==> config.mk <==
export PLATFORM = sky130hd
export DESIGN_NAME = fetch_queue
export DESIGN_NICKNAME = d
export VERILOG_FILES = /design/src/rtl/tessia_pkg.sv /design/src/rtl/fetch_fifo.sv /design/src/rtl/fetch_queue.sv
export SDC_FILE = /design/constraint.sdc
export NUM_CORES = 1
export LEC_CHECK = 0
export BUFFER_PORTS_ARGS = -buffer_cell sky130_fd_sc_hd__buf_2
export CORE_MARGIN = 2
export CORE_UTILIZATION = 40
export CTS_BUF_LIST = sky130_fd_sc_hd__clkbuf_8
export DETAILED_ROUTE_END_ITERATION = 12
export HOLD_SLACK_MARGIN = 0.1
export PLACE_DENSITY_LB_ADDON = 0.25
export REMOVE_ABC_BUFFERS = 1
export SLEW_MARGIN = 20
export SYNTH_ARGS = -nofsm -noshare
export SYNTH_HDL_FRONTEND = slang
export SYNTH_HIERARCHICAL = 1
export SYNTH_SLANG_ARGS = --single-unit
==> constraint.sdc <==
create_clock -name clk -period 8.8 [get_ports clk]
set_input_delay 0 -clock clk [delete_from_list [all_inputs] [get_ports clk]]
set_output_delay 0 -clock clk [all_outputs]
set_load 0.05 [all_outputs]
==> src/rtl/tessia_pkg.sv <==
// Shared constants and the fetch queue entry type for the Tessia front end.
// Latency: n/a (types and constants only).
// Backpressure: n/a.
package tessia_pkg;

  // Native datapath width of the core.
  localparam int XLEN     = 32;

  // Sequential fetch advances by one 32-bit instruction.
  localparam int PC_STEP  = 4;

  // Reading the PC from decode returns the instruction address plus two
  // words (ARM read-PC semantics).
  localparam int PC_AHEAD = 8;

  // One queued fetch: the instruction word and the address it came from.
  typedef struct packed {
    logic [XLEN-1:0] instr;
    logic [XLEN-1:0] pc;
  } fetch_entry_t;

endpackage : tessia_pkg

==> src/rtl/fetch_fifo.sv <==
// Generic DEPTH-entry FIFO with synchronous flush, used as the prefetch queue.
// Latency: a pushed entry is visible on dout the cycle after the push.
// Backpressure: push is ignored when full unless a pop happens in the same cycle.
module fetch_fifo
  import tessia_pkg::*;
#(
  parameter int  DEPTH = 4,
  parameter type T     = fetch_entry_t
) (
  input  logic                     clk,
  input  logic                     reset,
  input  logic                     flush,
  input  logic                     push,
  input  logic                     pop,
  input  T                         din,
  output T                         dout,
  output logic [$clog2(DEPTH):0]   count,
  output logic                     full,
  output logic                     empty
);

  localparam int PW = $clog2(DEPTH);

  // Storage needs no reset: nothing reads it while count is zero.
  T mem_q [DEPTH];
  T mem_d [DEPTH];

  // Pointers wrap naturally at DEPTH (power of 2); count tells full from empty.
  logic [PW-1:0] rd_ptr_q, rd_ptr_d;
  logic [PW-1:0] wr_ptr_q, wr_ptr_d;
  logic [PW:0]   count_q,  count_d;

  logic do_push;
  logic do_pop;

  assign full    = (count_q == (PW+1)'(DEPTH));
  assign empty   = (count_q == '0);
  assign count   = count_q;
  assign dout    = mem_q[rd_ptr_q];

  // A full queue still accepts a write when the head leaves in the same cycle.
  assign do_push = push && (!full || pop);
  assign do_pop  = pop && !empty;

  // Next-state for storage, pointers and occupancy; flush discards everything.
  always_comb begin
    mem_d    = mem_q;
    rd_ptr_d = rd_ptr_q;
    wr_ptr_d = wr_ptr_q;
    count_d  = count_q;
    if (flush) begin
      rd_ptr_d = '0;
      wr_ptr_d = '0;
      count_d  = '0;
    end else begin
      if (do_push) begin
        mem_d[wr_ptr_q] = din;
        wr_ptr_d        = wr_ptr_q + 1'b1;
      end
      if (do_pop) begin
        rd_ptr_d = rd_ptr_q + 1'b1;
      end
      if (do_push && !do_pop) begin
        count_d = count_q + 1'b1;
      end else if (do_pop && !do_push) begin
        count_d = count_q - 1'b1;
      end
    end
  end

  // Control state with synchronous reset.
  always_ff @(posedge clk) begin
    if (reset) begin
      rd_ptr_q <= '0;
      wr_ptr_q <= '0;
      count_q  <= '0;
    end else begin
      rd_ptr_q <= rd_ptr_d;
      wr_ptr_q <= wr_ptr_d;
      count_q  <= count_d;
    end
  end

  // Entry storage, no reset.
  always_ff @(posedge clk) begin
    mem_q <= mem_d;
  end

endmodule : fetch_fifo

==> src/rtl/fetch_queue.sv <==
// Fetch stage: owns the PC, prefetches from combinational imem into a queue, presents the head to decode.
// Latency: reset release to first ValidD 1 cycle; redirect to target at decode 2 cycles.
// Backpressure: StallD holds the head; when the queue is full PCF holds and InstructionF is ignored.
module fetch_queue
  import tessia_pkg::*;
#(
  parameter int               WIDTH    = 32,
  parameter int               DEPTH    = 4,
  parameter logic [WIDTH-1:0] PC_RESET = '0
) (
  input  logic                     clk,
  input  logic                     reset,
  output logic [WIDTH-1:0]         PCF,
  input  logic [WIDTH-1:0]         InstructionF,
  input  logic                     PCSrcW,
  input  logic [WIDTH-1:0]         ResultW,
  input  logic                     StallD,
  output logic                     ValidD,
  output logic [WIDTH-1:0]         InstructionD,
  output logic [WIDTH-1:0]         PCD,
  output logic [WIDTH-1:0]         PCPlus8D,
  output logic [$clog2(DEPTH):0]   CountQ
);

  // Entry layout matches tessia_pkg::fetch_entry_t but follows WIDTH.
  typedef struct packed {
    logic [WIDTH-1:0] instr;
    logic [WIDTH-1:0] pc;
  } entry_t;

  logic [WIDTH-1:0]       pc_q, pc_d;
  logic                   push;
  logic                   pop;
  entry_t                 wr_entry;
  entry_t                 head;
  logic [$clog2(DEPTH):0] fifo_count;
  logic                   fifo_full;
  logic                   fifo_empty;

  // Decode consumes the head whenever one is present and it is not stalled.
  // A pop in a redirect cycle still counts: the instruction was handed over.
  assign pop  = !fifo_empty && !StallD;

  // Fetch whenever there is room (or room is being made) and no redirect is
  // pending; a redirect cycle's fetch address is stale, so nothing is kept.
  assign push = !PCSrcW && (!fifo_full || pop);

  assign wr_entry.instr = InstructionF;
  assign wr_entry.pc    = pc_q;

  // Next fetch address: redirect beats sequential advance; a blocked fetch holds.
  always_comb begin
    pc_d = pc_q;
    if (PCSrcW) begin
      pc_d = ResultW;
    end else if (push) begin
      pc_d = pc_q + WIDTH'(PC_STEP);
    end
  end

  // PC register; reset beats a simultaneous redirect.
  always_ff @(posedge clk) begin
    if (reset) begin
      pc_q <= PC_RESET;
    end else begin
      pc_q <= pc_d;
    end
  end

  fetch_fifo #(
    .DEPTH (DEPTH),
    .T     (entry_t)
  ) u_fifo (
    .clk   (clk),
    .reset (reset),
    .flush (PCSrcW),
    .push  (push),
    .pop   (pop),
    .din   (wr_entry),
    .dout  (head),
    .count (fifo_count),
    .full  (fifo_full),
    .empty (fifo_empty)
  );

  assign PCF    = pc_q;
  assign CountQ = fifo_count;
  assign ValidD = !fifo_empty;

  // Decode-side fields come only from queue storage and are zeroed when empty
  // so stale entries never leak into decode.
  always_comb begin
    InstructionD = '0;
    PCD          = '0;
    PCPlus8D     = '0;
    if (!fifo_empty) begin
      InstructionD = head.instr;
      PCD          = head.pc;
      PCPlus8D     = head.pc + WIDTH'(PC_AHEAD);
    end
  end

endmodule : fetch_queue
# --- Word-level counts from Yosys, hierarchy flattened ---
# Cells that the tools add are included.
totals:
  output_inout_bits: 132
  inputBits: 68
  ff_bits: 295
  wordCells: 57
classes:
  add_sub_neg: 6
  reduce_logical: 19
  order_cmp: 3
  muxes: 13
  n_bitwise: 3
  eq_ne: 1
ops:
  columns: ["operator", "count"]
  rows:
  - ["bitwise mux 256 bit", 1]
  - ["two-way mux 64 bit", 3]
  - ["two-way mux 32 bit", 5]
  - ["binary-select mux 64 bit (select 2 bit)", 1]
  - ["demux 64 bit (select 2 bit)", 1]
  - ["adder 32 x 3 -> 32 bit (second input constant)", 1]
  - ["adder 32 x 4 -> 32 bit (second input constant)", 1]
  - ["logical AND 1 bit", 7]
  - [">= comparator 3 bit (second input constant)", 2]
  - ["zero test 1 bit", 6]
  - ["two-way mux 3 bit", 2]
  - ["NOT 2 -> 3 bit", 2]
  - ["adder 2 x 1 -> 2 bit (second input constant)", 2]
  - ["nonzero test 2 bit", 2]
  - ["adder 3 x 1 -> 3 bit (second input constant)", 1]
  - ["equality test 3 bit (second input constant)", 1]
  - ["zero test 3 bit", 1]
  - ["< comparator 3 x 1 -> 1 bit (second input constant)", 1]
  - ["subtractor 3 x 1 -> 3 bit (second input constant)", 1]
  - ["AND reduction 2 bit", 1]
  - ["OR reduction 2 bit", 1]
  - ["logical OR 1 bit", 1]
  - ["NOT 1 bit", 1]

# --- Longest topological paths before layout ---
logic_depth:
  word_depth: 10
  ltp_mapped: 14
  mapped_depth_nobuf: 11

# --- Hierarchy ---
# The synthesis kept the hierarchy.
by_module_without_submodules:
  columns: ["mod", "n_inst", "seq_area_each_um2", "cells_per_inst", "area_per_inst_um2"]
  rows:
  - ["fetch_fifo", 1, 7827.5, 383, 9679.3]
  - ["fetch_queue", 1, 640.6, 423, 3000.4]

# --- Worst setup path after synthesis ---
# No wires, ideal clock.
synth_path:
  kind: "reg2reg"
  startpoint: "reg u_fifo.count_q[0], in the netlist u_fifo/count[0]"
  endpoint: "reg u_fifo/mem_q[0] (netlist bit) (enable)"
  stages_incl_launch_ff: 9
  required_time_ns: 8.222
  n_path_buf: 3
  setup_slack_ns: 1.397
  arrival_ns: 6.825
  setup_ns: 0.578
  synth_period_minus_slack_ns: 7.403
  path_cell_list: "dfxtp_1 nor3_1 clkbuf_1 buf_1 buf_1 nor2_1 or4b_4 nand2_2 nor3b_1"
synth_between:
  elab_chain_cells: 7
  elab_cells_between_ends: 9
  classes_between: "1 x eq/ne; 8 x reduce/logical"
synth_rtl:
  columns: ["element", "line_no", "rtl"]
  rows:
  - ["start: declaration", "fetch_fifo.sv:31", "logic [PW:0] count_q, count_d;"]
  - ["start signal: assignment", "fetch_fifo.sv:80", "count_q <= count_d;"]
  - ["zero test 3 bit (*)", "fetch_fifo.sv:37", "assign empty = (count_q == '0);"]
  - ["named net fifo_empty", "fetch_queue.sv:38", "logic fifo_empty;"]
  - ["zero test 1 bit (*)", "fetch_queue.sv:42", "assign pop = !fifo_empty && !StallD;"]
  - ["logical AND 1 bit (*)", "fetch_queue.sv:42", null]
  - ["named net pop", "fetch_queue.sv:33", "logic pop;"]
  - ["logical OR 1 bit (*)", "fetch_fifo.sv:42, fetch_queue.sv:46", null]
  - ["logical AND 1 bit", "fetch_queue.sv:46", "assign push = !PCSrcW && (!fifo_full || pop);"]
  - ["logical AND 1 bit (*)", "fetch_fifo.sv:42", "assign do_push = push && (!full || pop);"]
  - ["AND reduction 2 bit (no line) (*)", null, null]
  - ["end signal: assignment", "fetch_fifo.sv:86", "mem_q <= mem_d;"]
  - ["end: declaration", "fetch_fifo.sv:25", "T mem_q [DEPTH];"]
# Mark *: on every way through the listed nets, which the timed path passes. The rest lies on a longest branch.
# A chain may end at the register's enable or synchronous reset.

==> impl_results.md <==
- Status: finished, final reports clean
- Register bit total from synthesis: about 300
- Sequential fraction of the synthesis area: 66.8%
- Initial antenna violation count: 0
- Total CTS buffers: 50
- Total vias in the final route: ~8300
- Total negative slack: 0 ns
- GRT Overall Usage: between 10% and 20%
- Hold Slack: 0.112 ns
- Synth top area share: approximately three fifths
- Post-synth cell types: between 50 and 60
- Root buffer cell: clkbuf_8
- Largest net degree at the start of global routing: 66
- Synth area leaders: edfxtp_1, mux4_2, dfxtp_1
- Antenna viol nets, final: 0
- Kind of critical path: reg -> out
- DRC viols: 0
- Initial DRC Count: around 600
- Post-Route Skew: roughly 0.02 ns
- Hpwl dp: ~19000 um
- Die area: about 33000 um2
- Prevailing post-synth register cell: edfxtp_1
- Ys Warns: 6
- Vias in the first global route: between 8000 and 9000
- Min-Delay Path Class: in -> reg
- CTS max path bufs: 3
- Logic pwr share: between 10% and 20%
- Area grow syn2layout: 25.4%
- # diodes: 0
- Hold_buf cts: 91
- Crit end category: output pin
- R2R setup slack: around 5.1 ns
- Reg2Reg Capture Point: u_fifo/mem_q[54]
- Mapped cell area: between 10000 and 15000 um2
- Int Power: 2.32 mW
- Drt pass-1 iters: 5
- Final hold vios: 0
- Setup bufs post-CTS: 0
- RSZ-0062 raised after global routing: no
- Critical path arrival: ~4.4 ns
- Final GP Congestion: just over 0.8
- Min-delay src: reset
- Crit-path max FO: between 40 and 50
- Clock power share: a little over a third
- Ratio of cells with drive above 1 in the final layout: ~31%
- Fmax: between 200 and 250 MHz
- Final setup viols: 0
- Gr ovfl total: 0
- Final critical-path share of the clock period: roughly 50%
- CTS tree: yes
- Worst-Margin Slew: between 1 and 1.5 ns
- Share of power burned in registers: around half
- Post-synth EDFFs: 256
- Largest area contributor in the netlist: edfxtp_1
- Max-Cap Viols: 0
- Hold path endpoint: PCF[18]
- Startpoint types: register
- Routed WL: between 30000 and 40000 um
- Rows: 65
- Net Switching: 0.957 mW
- R2r worst-path depth: 7
- Worst IR Drop VDD: roughly 0.00012 V
- Synth Instances: approximately 810
- First-pass GRT wire length: 47000 um
- Req. time, crit path: about 9 ns
- Starting Density: between 40% and 50%
- Post-CTS sizing: 0
- Max-slew headroom: 29.7%
- Switch share: between 20 and 30%
- DR WL/cell: between 15 and 20 um
- Clock Sinks: around 300
- Reg2reg start: u_fifo/count[0]
- H-Tree Depth: 2
- Syn_area_per_cell: between 15 and 20 um2
- Vias per cell: 5.32
- # IOs: 200
- Die H: approximately 180 um
- Fraction of registers with async set or reset after synthesis: 0%
- CTS clk-pin slew, worst paths: around 0.060 ns
- Minimum clock period after layout: ~4.4 ns
- Hold Crit Depth: 2
- PwrDens: slightly above 200 nW/um2
- Leakage: between 5 and 6 nW
- Slew Limit Fails: 0
- Die width: approximately 180 um
- Core ar.: between 30000 and 40000 um2
- Skew-Pair Late Insertion Delay: around 0.56 ns
- Nets: roughly 1200
- Port-buffer cells: approximately 200
==> synthesized netlist by cell type (2+ instances only) <==
library cell	n
or3_1	7
nand2_1	24
and3_1	6
buf_1	7
mux2_2	2
inv_1	20
or4_1	15
buf_2	8
xnor2_1	12
buf_6	6
nor4_1	10
dfxtp_1	39
and2_1	2
o31a_1	5
nand4_1	19
a211oi_1	11
nor2_1	55
a221oi_1	4
and4_1	10
o21ai_0	15
nor3b_1	6
xor2_1	13
nor4b_1	3
nor2b_1	63
or2_2	2
nor3_1	7
a21oi_1	19
a2111oi_0	6
mux4_2	64
clkbuf_1	19
ha_1	7
buf_4	5
a311oi_1	9
o31ai_1	13
nand3_1	20
edfxtp_1	256
mux2i_1	3
==> stage by stage <==
stage	instance area (um2)	instances	total power [mW]	setup WS (ns)	utilization [%]
after floorplan	12400	761	1.99	0.562	-
after global placement	14100	1373	2.13	4.92	44.8
after detailed placement	14100	1373	2.14	4.87	44.8
after CTS	15900	1553	3.32	4.25	50.6
after global routing	15900	1553	3.40	3.97	50.6
final	15900	1553	3.27	4.38	50.6
==> per-layer routing <==
metal	GRT usage, %	up-vias	part of all wire, %
li1	-	3820	-
met1	23.7	4151	43
met2	31.3	240	49
met3	3.47	58	5.2
met4	6.84	0	3.1
met5	0	-	0
==> cell usage in the layout, fill, tap and decap left out, types with 12 or more instances in the layout <==
| master | instances |
|---|---|
| nand4_1 | 19 |
| buf_2 | 199 |
| xor2_1 | 13 |
| mux4_2 | 64 |
| edfxtp_1 | 256 |
| nor2_1 | 55 |
| inv_1 | 35 |
| dlygate4sd3_1 | 91 |
| o21ai_0 | 15 |
| xnor2_1 | 12 |
| nand2_1 | 24 |
| o31ai_1 | 13 |
| or4_1 | 15 |
| a21oi_1 | 19 |
| nand3_1 | 20 |
| dfxtp_1 | 37 |
| nor2b_1 | 63 |
| clkbuf_8 | 55 |
==> final cells by class <==
| class | instances | area, um2 |
|---|---|---|
| fillers | 2668 | 15500 |
| flip-flops and latches | 295 | 8480 |
| inverters | 21 | 78.8 |
| multi-input cells | 445 | 3920 |
| clock inverters | 34 | 176 |
| well taps | 402 | 503 |
| repair buffers | 301 | 1990 |
| clock buffers | 55 | 757 |
==> registers in the layout, indices dropped and copies added (netlist names) <==
| signal | flops |
|---|---|
| u_fifo/wr_ptr_q | 2 |
| u_fifo/count | 3 |
| u_fifo/mem_q | 256 |
| PCF | 32 |
| u_fifo/rd_ptr_q | 2 |
==> cell families after synthesis <==
| logic type | after synthesis | synth area share, % |
|---|---|---|
| multiplexers | 69 | 11.8 |
| adder cells (fa/ha/maj) | 8 | 0.849 |
| buffers and inverters | 66 | 2.54 |
| AO/OA/AOI/OAI | 88 | 4.81 |
| flip-flops | 295 | 66.8 |
| AND/OR/NAND/NOR | 255 | 11.5 |
| XOR/XNOR | 25 | 1.73 |
==> worst max path at each step <==
| stage | startpoint | endpoint | slack (ns) | cells past startpoint |
|---|---|---|---|---|
| finish | u_fifo/rd_ptr_q[0] | PCPlus8D[31] | 4.38 | 7 |
| global route | u_fifo/rd_ptr_q[0] | PCPlus8D[23] | 3.97 | 7 |
| CTS | u_fifo/rd_ptr_q[0] | PCPlus8D[31] | 4.25 | 7 |
| detailed placement | u_fifo/rd_ptr_q[0] | PCPlus8D[31] | 4.87 | 7 |
| global placement | u_fifo/rd_ptr_q[0] | PCPlus8D[23] | 4.92 | 7 |
| floorplan | u_fifo/count[0] | u_fifo/mem_q[0] | 0.56 | 5 |
==> power groups by stage <==
| stage | clock network [mW] | registers (mW) | logic [mW] |
|---|---|---|---|
| 6_report | 1.13 | 1.60 | 0.535 |
| 5_1_grt | 1.23 | 1.61 | 0.568 |
| 4_1_cts | 1.17 | 1.60 | 0.540 |
| 3_5_place_dp | 0 | 1.63 | 0.505 |
| 3_3_place_gp | 0 | 1.63 | 0.504 |
| 2_1_floorplan | 0 | 1.66 | 0.323 |
==> worst max-delay path, stage by stage, from the launching register on <==
cell and delay, ns:
dfxtp_4 0.64, buf_4 0.81, mux4_2 0.45, nand4_1 0.24, or3_1 0.67, or4_1 0.59, a21oi_1 0.15, buf_2 0.28
No activity file was read; power rests on OpenSTA's default activity.
